`src/rtl/counter_updown_param.sv`:
```
// Parametrised up/down counter: width, modulus and step are configurable, with load, wrap/saturate mode,
// terminal count and wrap pulse. Optional sticky overflow flag under COUNTER_UPDOWN_STICKY_OVF_EN.
module counter_updown_param #(
   parameter int unsigned      WIDTH   = 8,
   parameter logic [WIDTH-1:0] MAX_VAL = {WIDTH{1'b1}},
   parameter logic [WIDTH-1:0] STEP    = {{(WIDTH-1){1'b0}}, 1'b1}
) (
   input  logic             clk,
   input  logic             reset,
   input  logic             en,
   input  logic             dir,
   input  logic             sat,
   input  logic             load,
   input  logic [WIDTH-1:0] load_val,
   output logic [WIDTH-1:0] count,
   output logic             tc,
   output logic             wrap
`ifdef COUNTER_UPDOWN_STICKY_OVF_EN
   ,
   input  logic             ovf_clr,
   output logic             ovf_sticky
`endif
);

   // One extra bit keeps count+STEP and count+modulus exact when MAX_VAL is all ones.
   localparam logic [WIDTH:0] MAX_EXT  = {1'b0, MAX_VAL};
   localparam logic [WIDTH:0] STEP_EXT = {1'b0, STEP};
   localparam logic [WIDTH:0] MOD_EXT  = MAX_EXT + {{WIDTH{1'b0}}, 1'b1};
   localparam logic [WIDTH:0] UP_LIM   = MAX_EXT - STEP_EXT;

   logic [WIDTH-1:0] count_q, count_d;
   logic             wrap_q, wrap_d;
   logic [WIDTH:0]   cnt_ext_s;
   logic             up_cross_s, dn_cross_s, cross_s;

   assign cnt_ext_s  = {1'b0, count_q};
   assign up_cross_s = (cnt_ext_s > UP_LIM);
   assign dn_cross_s = (cnt_ext_s < STEP_EXT);
   assign cross_s    = dir ? up_cross_s : dn_cross_s;
   assign tc         = en & cross_s;

   // Next count and wrap pulse: load beats en, en beats hold.
   always_comb begin
      count_d = count_q;
      wrap_d  = 1'b0;
      if (load) begin
         if (load_val > MAX_VAL) begin
            count_d = MAX_VAL;
         end else begin
            count_d = load_val;
         end
      end else if (en) begin
         if (dir) begin
            if (!up_cross_s) begin
               count_d = WIDTH'(cnt_ext_s + STEP_EXT);
            end else if (sat) begin
               count_d = MAX_VAL;
            end else begin
               count_d = WIDTH'(cnt_ext_s + STEP_EXT - MOD_EXT);
               wrap_d  = 1'b1;
            end
         end else begin
            if (!dn_cross_s) begin
               count_d = WIDTH'(cnt_ext_s - STEP_EXT);
            end else if (sat) begin
               count_d = {WIDTH{1'b0}};
            end else begin
               count_d = WIDTH'(cnt_ext_s + MOD_EXT - STEP_EXT);
               wrap_d  = 1'b1;
            end
         end
      end else begin
         count_d = count_q;
      end
   end

   // Count and wrap registers with synchronous reset.
   always_ff @(posedge clk) begin
      if (reset) begin
         count_q <= {WIDTH{1'b0}};
         wrap_q  <= 1'b0;
      end else begin
         count_q <= count_d;
         wrap_q  <= wrap_d;
      end
   end

   assign count = count_q;
   assign wrap  = wrap_q;

`ifdef COUNTER_UPDOWN_STICKY_OVF_EN
   logic ovf_q, ovf_d;

   // Sticky flag: any boundary crossing (wrap or clip) sets it; set wins over clear.
   always_comb begin
      ovf_d = ovf_q;
      if (en && !load && cross_s) begin
         ovf_d = 1'b1;
      end else if (ovf_clr) begin
         ovf_d = 1'b0;
      end else begin
         ovf_d = ovf_q;
      end
   end

   // Sticky flag register.
   always_ff @(posedge clk) begin
      if (reset) begin
         ovf_q <= 1'b0;
      end else begin
         ovf_q <= ovf_d;
      end
   end

   assign ovf_sticky = ovf_q;
`endif

endmodule

```
`config.mk`:
```
export PLATFORM = sky130hd
export DESIGN_NAME = counter_updown_param
export DESIGN_NICKNAME = d
export VERILOG_FILES = /design/src/rtl/counter_updown_param.sv
export SDC_FILE = /design/constraint.sdc
export NUM_CORES = 1
export LEC_CHECK = 0
export ABC_AREA = 1
export ABC_CLOCK_PERIOD_IN_PS = 1880
export CAP_MARGIN = 10
export CORE_AREA = 5 5 69 71
export DETAILED_ROUTE_END_ITERATION = 7
export DIE_AREA = 0 0 74 76
export HOLD_SLACK_MARGIN = 0.02
export PLACE_DENSITY_LB_ADDON = 0.25
export SLEW_MARGIN = 30
export SYNTH_ARGS = -nofsm -noshare
export SYNTH_HDL_FRONTEND = slang
export SYNTH_SLANG_ARGS = --single-unit
```
`constraint.sdc`:
```
create_clock -name clk -period 1.88 [get_ports clk]
set_clock_uncertainty 0.1 [all_clocks]
set_input_delay 0.564 -clock clk [delete_from_list [all_inputs] [get_ports clk]]
set_output_delay 0.564 -clock clk [all_outputs]
set_load 0.02 [all_outputs]
```
Word level (Yosys, flattened, before mapping)

Cells that the tools add are included.

Logic and storage cells: 27
Register bits: 9
Input port bits: 14
Output and inout port bits: 10

Reductions and logical operators: 2
Bitwise logic cells: 2
Add/sub/neg operators: 5
Order comparisons: 3
Mux-type cells: 13

Operators with widths:

| operator                                                                     | count |
|---|---|
| 8-bit two-way mux                                                            | 8 |
| 8-bit by 1-bit subtractor with 8-bit output, second input constant           | 3 |
| 8-bit by 1-bit adder with 8-bit output, second input constant                | 2 |
| 8-bit > comparator, second input constant                                    | 2 |
| 8-bit by 1-bit less-than comparator with 1-bit output, second input constant | 1 |
| 1-bit two-way mux                                                            | 5 |
| 3-bit OR reduction                                                           | 1 |
| 2-bit nonzero test                                                           | 1 |
| 1-bit AND                                                                    | 1 |
| 1-bit inverter                                                               | 1 |

Depth between registers and ports, before layout

Gate-level depths: netlist of the first run.

Word-level depth: 7
Mapped depth: 11
Depth with buffers taken out: 11

Worst setup path after synthesis of the first run

Ideal clock, no wire load.

Path kind: flip-flop to output port
Start: register count_q[0], in the netlist count[0]
End: output tc
Path slack: -0.276 ns
Required time: 1.216 ns
Cell stages (with the launch flop): 8
Data arrival time: 1.492 ns
Path through: dfxtp_1 inv_1 ha_1 inv_1 nand2_2 nor2_4 a31oi_1 nor2_1

Longest elaborated chain between the ends: 3

Ends and longest elaborated chain:

| item                                                                                        | line   | source |
|---|---|---|
| from (decl)                                                                                 | 31     | `logic [WIDTH-1:0] count_q, count_d;` |
| from (signal assigned)                                                                      | 80     | `count_q <= {WIDTH{1'b0}};` |
| from (signal assigned)                                                                      | 83     | `count_q <= count_d;` |
| 8-bit by 1-bit less-than comparator with 1-bit output or 8-bit > comparator (tied branches) | 38, 37 |  |
| 1-bit two-way mux *                                                                         | 39     | `assign cross_s = dir ? up_cross_s : dn_cross_s;` |
| 1-bit AND *                                                                                 | 40     | `assign tc = en & cross_s;` |
| to (decl)                                                                                   | 16     | `output logic tc,` |

Mark *: on every way between the ends. The rest lies on a longest branch, timed or not.

Final worst setup path of the first run

Start: input en
End: output tc

Longest elaborated chain between the ends: 1

Ends and longest elaborated chain:

| item        | line | source |
|---|---|---|
| from (decl) | 10   | `input logic en,` |
| 1-bit AND   | 40   |  |

Every way passes these cells.

==> results.py, run 1 <==
metrics = {
    "logic_synthesis": {
        "synth_area_um2": 973,
        "synth.ff_latch_count": 9,
        "synth.net_count": 184,
        "yosysWarningCount": 0,
        "netlist_instances": 167,
        "ys_async_sr_fraction_pct": 0,
        "synth_top_area_share_pct": 20.8,
        "leading_cell_types_by_count_after_synthesis": "sky130_fd_sc_hd__nand2_1, sky130_fd_sc_hd__nor2_1, sky130_fd_sc_hd__nand3_1, sky130_fd_sc_hd__inv_1, sky130_fd_sc_hd__dfxtp_1",
        "synth-main-ff-cell": "sky130_fd_sc_hd__dfxtp_1",
        "synth-edff-count": 0,
        "post_synth_main_area_contributors": "sky130_fd_sc_hd__nand2_1, sky130_fd_sc_hd__dfxtp_1, sky130_fd_sc_hd__nand3_1, sky130_fd_sc_hd__nor2_1, sky130_fd_sc_hd__inv_1",
        "yosysSeqAreaShare_pct": 18.5,
        "synth.lib_cells_used.distinct": 27,
        "postSynthAreaPerCell_um2": 5.83,
        "post-synth-top-count-cell": "sky130_fd_sc_hd__nand2_1",
        "synth_top_area_cell": "sky130_fd_sc_hd__nand2_1",
    },
    "clocking": {
        "tritoncts": "built",
        "cts-htree-levels": 1,
        "clkTransAtPathRegs_ns": 0.05,
        "cts_buffers": 3,
        "clock_tree.root_cell": "sky130_fd_sc_hd__clkbuf_8",
        "cts_buffer_depth": 2,
        "numClockSinks": 9,
        "clock_latency_of_the_later_clocked_register_in_the_worst_skew_pair_ns": 0.23,
    },
    "route": {
        "met3_wirelength_um": 98,
        "drt-met1-wl_um": 1490,
        "dr.first_iter.drc_count": 36,
        "route.detailed.wl_per_inst_um": 11.3,
        "post-route-drc-count": 0,
        "via_per_inst": 4.28,
        "routed_wirelength_um": 3040,
        "dr.pass1.iters": 4,
        "routed-via-count": 1152,
        "route.met2.wl_um": 1450,
        "highest_layer": "met3",
        "ant_nets": 0,
    },
    "critical_path": {
        "crit_fanout": 2,
        "worstPathRequired_ns": 1.22,
        "start_kind": "input pin",
        "critical_path.startpoint": "en",
        "setup.worst_path.class": "in -> out",
        "startpoint_of_the_lowest_slack_register_to_register_path": "count[0]$_SDFFE_PP0P_",
        "critical_path_arrival_ns": 1.34,
        "setup.reg_to_reg.worst_slack_ns": 0.26,
        "crit_path_end_kind": "output pin",
        "timing.reg2reg.worst_path_depth": 12,
        "r2r_end": "count[1]$_SDFFE_PP0P_",
    },
    "min_path": {
        "worst_min_delay_path_class": "reg -> reg",
        "whs_path_depth": 2,
        "hold_path_startpoint": "count[1]$_SDFFE_PP0P_",
        "hold_path_end": "count[1]$_SDFFE_PP0P_",
    },
    "grt": {
        "grt_remaining_overflow": 0,
        "grt_pass1_wl_um": 5120,
        "grt_usage_pct": 11.4,
        "grt_pass1_vias": 1124,
        "grt_start_max_net_pins": 12,
        "grt_antenna_before_repair": 0,
    },
    "floorplanning": {
        "die_width_um": 74,
        "top_level_ports": 24,
        "die_height_um": 76,
        "floorplan.core_area_um2": 4170,
        "initial_utilization_pct": 23.3,
        "num_rows": 24,
        "design.die.area_um2": 5620,
    },
    "layout": {
        "n_antenna_cell": 0,
        "drive_gt1_share_pct": 31.8,
        "area_growth_syn_to_layout_pct": 58.0,
        "postLayoutCellArea_um2": 1540,
        "fin_nets": 235,
    },
    "placement": {
        "place_ws_ns": -0.792,
        "dpl_cell_area_um2": 1430,
        "place.port_buffers": 23,
        "globalplace.congestion": 0.795,
        "dp.final_hpwl_um": 2470,
    },
    "timing": {
        "timing_hold_violations_final": 0,
        "timing.slew.headroom_pct": 78.9,
        "report.final.slew_viol_count": 0,
        "min_period_ns": 2.00,
        "setup-violations-final": 1,
        "grt_setup_unrepaired": "true",
        "max_freq_ghz": 0.499,
        "layout_worst_path_cycle_share_pct": 107,
        "final_critical_path_setup_slack_ns": -0.125,
        "transition_time_of_the_tightest_slew_check_pin_ns": 0.315,
    },
    "status": {
        "violations_in_the_final_reports": "setup timing",
        "run_status": "complete, but fails checks",
    },
    "power": {
        "ir_worst_vdd_mv": 0.449,
        "power.density_cell_area_nw_per_um2": 529,
        "p_leak_nw": 0.724,
    },
    "flow_run": {
        "maxCapViolations": 0,
    },
}
-- routing by layer --
metal / track usage [%] / vias up
li1: - / 630
met1: 15.5 / 506
met2: 18.7 / 16
met3: 2.77 / 0
met4: 1.09 / 0
met5: 0 / -
-- metrics by stage --
stage               util (%)  hold WS (ns)  power [mW]  TNS [ns]  std cells
finish                  36.8         0.518       0.813    -0.125        269
global route            36.8         0.566       0.876    -0.180        269
CTS                     36.0         0.488       0.812    -0.163        268
detailed placement      34.2         0.477       0.578     -1.25        260
global placement        34.2         0.473       0.578     -1.18        260
floorplan                  -         0.532       0.436         0        167
-- flip-flops by register name (all words and copies together) (netlist names) --
register	count
count	8
wrap	1
-- cells by family (layout without fill, tap and decap cells) --
group           Yosys count  after routing  share of synthesized area (%)
xor+xnor                  1              1                          0.900
buf+inv                  27             77                           12.9
flops                     9              9                           18.5
fa+ha+maj                 3              3                           3.86
simple gates            107            107                           49.1
compound gates           20             20                           14.8
-- final cells by class --
| class | instances | area, µm² |
|---|---|---|
| fillers | 462 | 2640 |
| multi-input cells | 131 | 718 |
| repair buffers | 53 | 442 |
| flip-flops and latches | 9 | 188 |
| inverters | 20 | 80.1 |
| well taps | 52 | 65.1 |
| clock buffers | 4 | 45.0 |
-- cells in the final DEF (no fill, tap or decap), types with 6 or more instances in the layout --
master / count
sky130_fd_sc_hd__buf_4: 30
sky130_fd_sc_hd__clkdlybuf4s50_1: 13
sky130_fd_sc_hd__dfxtp_1: 7
sky130_fd_sc_hd__dlygate4sd2_1: 8
sky130_fd_sc_hd__inv_1: 10
sky130_fd_sc_hd__inv_2: 7
sky130_fd_sc_hd__nand2_1: 53
sky130_fd_sc_hd__nand2_2: 6
sky130_fd_sc_hd__nand3_1: 15
sky130_fd_sc_hd__nor2_1: 19
sky130_fd_sc_hd__nor2_2: 6
-- worst max-delay path by stage --
stage               end  cells past startpoint
floorplan            tc                      7
global placement     tc                      5
detailed placement   tc                      5
CTS                  tc                      8
global route         tc                      8
finish               tc                      4
-- critical path, cell delays in order --
cell and delay [ns]:
sky130_fd_sc_hd__clkdlybuf4s50_1 0.47, sky130_fd_sc_hd__inv_1 0.06, sky130_fd_sc_hd__nor2_2 0.12, sky130_fd_sc_hd__buf_6 0.12
-- power breakdown --
part	internal (mW)	leakage, nW	switching, mW
Combinational	0.168	0.626	0.197
Sequential	0.205	0.0755	0.0163
Clock	0.148	0.0228	0.0790
Total	0.521	0.724	0.293
-- timing repair --
action	CTS	global route
buffers inserted	4	1
pin swaps	0	5
endpoints found under the setup margin	9	1
hold buffers	0	0
resized for setup	16	11
Power figures use the tool's default switching activity.
==> run 2, diff against run 1 <==
Settings changed: CORE_AREA 5 5 69 71 to 5 5 87 57, CTS_BUF_LIST set to sky130_fd_sc_hd__clkbuf_16, DIE_AREA 0 0 74 76 to 0 0 92 62.
==> run 2 against run 1 <==
Against the previous run:
- the flow still finishes with violations (setup timing)
- critical endpoint unchanged
- sequential share of layout area down 0.13 points
- global-route usage up 0.96 points
- maximum frequency down 0.15%
- count of clock-buffer cells in the layout down 1
- die area up 1.4%
- critical path type is now reg -> out
- cell area up 1.1%
==> results.py, run 2 (synthesis results as in run 1) <==
metrics = {
    "status": {
        "run_status": "complete, but fails checks",
        "violations_in_the_final_reports": "setup timing",
    },
    "power": {
        "power_report.internal_total_uw": 649,
        "seq_power_share_pct": 22.9,
        "totalPowerFinal_uw": 971,
        "switching_share_pct": 33.2,
        "combinationalPowerShare_pct": 37.1,
        "clockPowerShare_pct": 40.0,
        "power_switching_uw": 323,
        "power.density_cell_area_nw_per_um2": 625,
        "p_leak_nw": 0.734,
        "ir_worst_vdd_mv": 0.355,
    },
    "clocking": {
        "cts_hold_repair.buffers": 0,
        "tritoncts": "built",
        "clock_latency_of_the_later_clocked_register_in_the_worst_skew_pair_ns": 0.24,
        "clkTransAtPathRegs_ns": 0.04,
        "cts_buffers": 3,
        "cts_buffer_depth": 2,
        "numClockSinks": 9,
        "clock_tree.root_cell": "sky130_fd_sc_hd__clkbuf_16",
        "cts-htree-levels": 1,
    },
    "route": {
        "route.met2.wl_um": 1210,
        "met3_wirelength_um": 252,
        "dr.first_iter.drc_count": 52,
        "drt-met1-wl_um": 1860,
        "highest_layer": "met3",
        "dr.pass1.iters": 4,
        "routed-via-count": 1191,
        "post-route-drc-count": 0,
        "route.detailed.wl_per_inst_um": 12.5,
        "via_per_inst": 4.49,
        "routed_wirelength_um": 3320,
        "ant_nets": 0,
    },
    "timing": {
        "layout_worst_path_cycle_share_pct": 107,
        "grt_setup_unrepaired": "true",
        "transition_time_of_the_tightest_slew_check_pin_ns": 0.271,
        "max_freq_ghz": 0.498,
        "timing_hold_violations_final": 0,
        "setup-violations-final": 1,
        "worst_case_hold_slack_ns": 0.420,
        "timing.slew.headroom_pct": 81.9,
        "min_period_ns": 2.01,
        "final_critical_path_setup_slack_ns": -0.128,
        "report.final.slew_viol_count": 0,
    },
    "layout": {
        "area_growth_syn_to_layout_pct": 59.6,
        "drive_gt1_share_pct": 31.2,
        "layout.cells.most_common_list": "sky130_fd_sc_hd__nand2_1, sky130_fd_sc_hd__buf_4, sky130_fd_sc_hd__nor2_1",
        "final_core_utilization_pct": 38.8,
        "final_common_cell": "sky130_fd_sc_hd__nand2_1",
        "n_antenna_cell": 0,
        "fin_nets": 233,
        "largest_register_ff_count": 8,
    },
    "critical_path": {
        "slowest_delay_ns": 0.36,
        "crit_path_end_kind": "output pin",
        "start_kind": "flip-flop",
        "worst_path_max_delay_cell": "sky130_fd_sc_hd__dfxtp_4",
        "critical_path.cell_chain": "inv_6 > ha_4 > inv_2 > nand2_2 > nor2_4 > a31oi_4 > nor2_2 > buf_6",
        "setup.worst_path.class": "reg -> out",
        "critical_path_arrival_ns": 1.34,
        "crit_fanout": 3,
        "worstPathRequired_ns": 1.22,
    },
    "flow_run": {
        "maxCapViolations": 0,
    },
    "floorplanning": {
        "num_rows": 18,
        "die_width_um": 92,
        "design.die.area_um2": 5700,
        "floorplan.core_area_um2": 4010,
        "die_height_um": 62,
        "top_level_ports": 24,
        "initial_utilization_pct": 24.3,
    },
    "grt": {
        "grt_pass1_wl_um": 5450,
        "grt_remaining_overflow": 0,
        "grt_pass1_vias": 1109,
        "grt_start_max_net_pins": 10,
        "grt_antenna_before_repair": 0,
        "grt_usage_pct": 12.3,
    },
    "placement": {
        "dp.final_hpwl_um": 2710,
        "globalplace.congestion": 0.822,
        "place.port_buffers": 23,
    },
    "min_path": {
        "worst_min_delay_path_class": "reg -> reg",
    },
}
run 2: repair_timing:
action	CTS	global route
endpoints found under the setup margin	9	2
setup buffers	0	0
pin swaps	0	5
hold endpoints to repair	0	0
resized for setup	14	13
run 2: worst max-delay path: cells and delay by family (launching register included):
| kind | cells | cell delay (ns) |
|---|---|---|
| AO/OA/AOI/OAI | 1 | 0.10 |
| adder cells (fa/ha/maj) | 1 | 0.15 |
| buffers and inverters | 3 | 0.20 |
| flip-flops | 1 | 0.36 |
| AND/OR/NAND/NOR | 3 | 0.30 |
run 2: per-layer routing:
metal,GRT usage [%],vias to the layer above
met5,0,-
met4,1.90,0
met3,3.73,0
met2,17.1,36
met1,18.8,526
li1,-,629
run 2: power groups by stage:
stage / sequential [mW] / combinational, mW / clock [mW]
6_report: 0.223 / 0.360 / 0.388
5_1_grt: 0.224 / 0.402 / 0.412
2_1_floorplan: 0.243 / 0.193 / 0
3_5_place_dp: 0.225 / 0.360 / 0
3_3_place_gp: 0.224 / 0.363 / 0
4_1_cts: 0.222 / 0.352 / 0.390
run 2: final cells by class:
class	instances	area, µm²
Sequential cell	9	188
Clock inverter	1	5.00
Tap cell	50	62.6
Multi-Input combinational cell	131	716
Fill cell	444	2450
Timing Repair Buffer	51	428
Inverter	20	80.1
Clock buffer	3	75.1
run 2: path summary, 6_finish.rpt:
kind / depth (start not counted) / to / from / slack (ns)
max: 8 / tc / count[0]$_SDFFE_PP0P_ / -0.13
min: 2 / count[4]$_SDFFE_PP0P_ / count[4]$_SDFFE_PP0P_ / 0.42
max reg2reg: 12 / count[3]$_SDFFE_PP0P_ / count[0]$_SDFFE_PP0P_ / 0.27
min reg2reg: 2 / count[4]$_SDFFE_PP0P_ / count[4]$_SDFFE_PP0P_ / 0.42
run 2: stage by stage:
stage / setup TNS [ns] / area [µm²] / cells / setup slack [ns]
floorplan: 0 / 996 / 167 / 0.00406
global placement: -1.46 / 1450 / 261 / -0.805
detailed placement: -1.47 / 1450 / 261 / -0.806
CTS: -0.192 / 1520 / 265 / -0.192
global route: -0.186 / 1550 / 265 / -0.186
finish: -0.128 / 1550 / 265 / -0.128
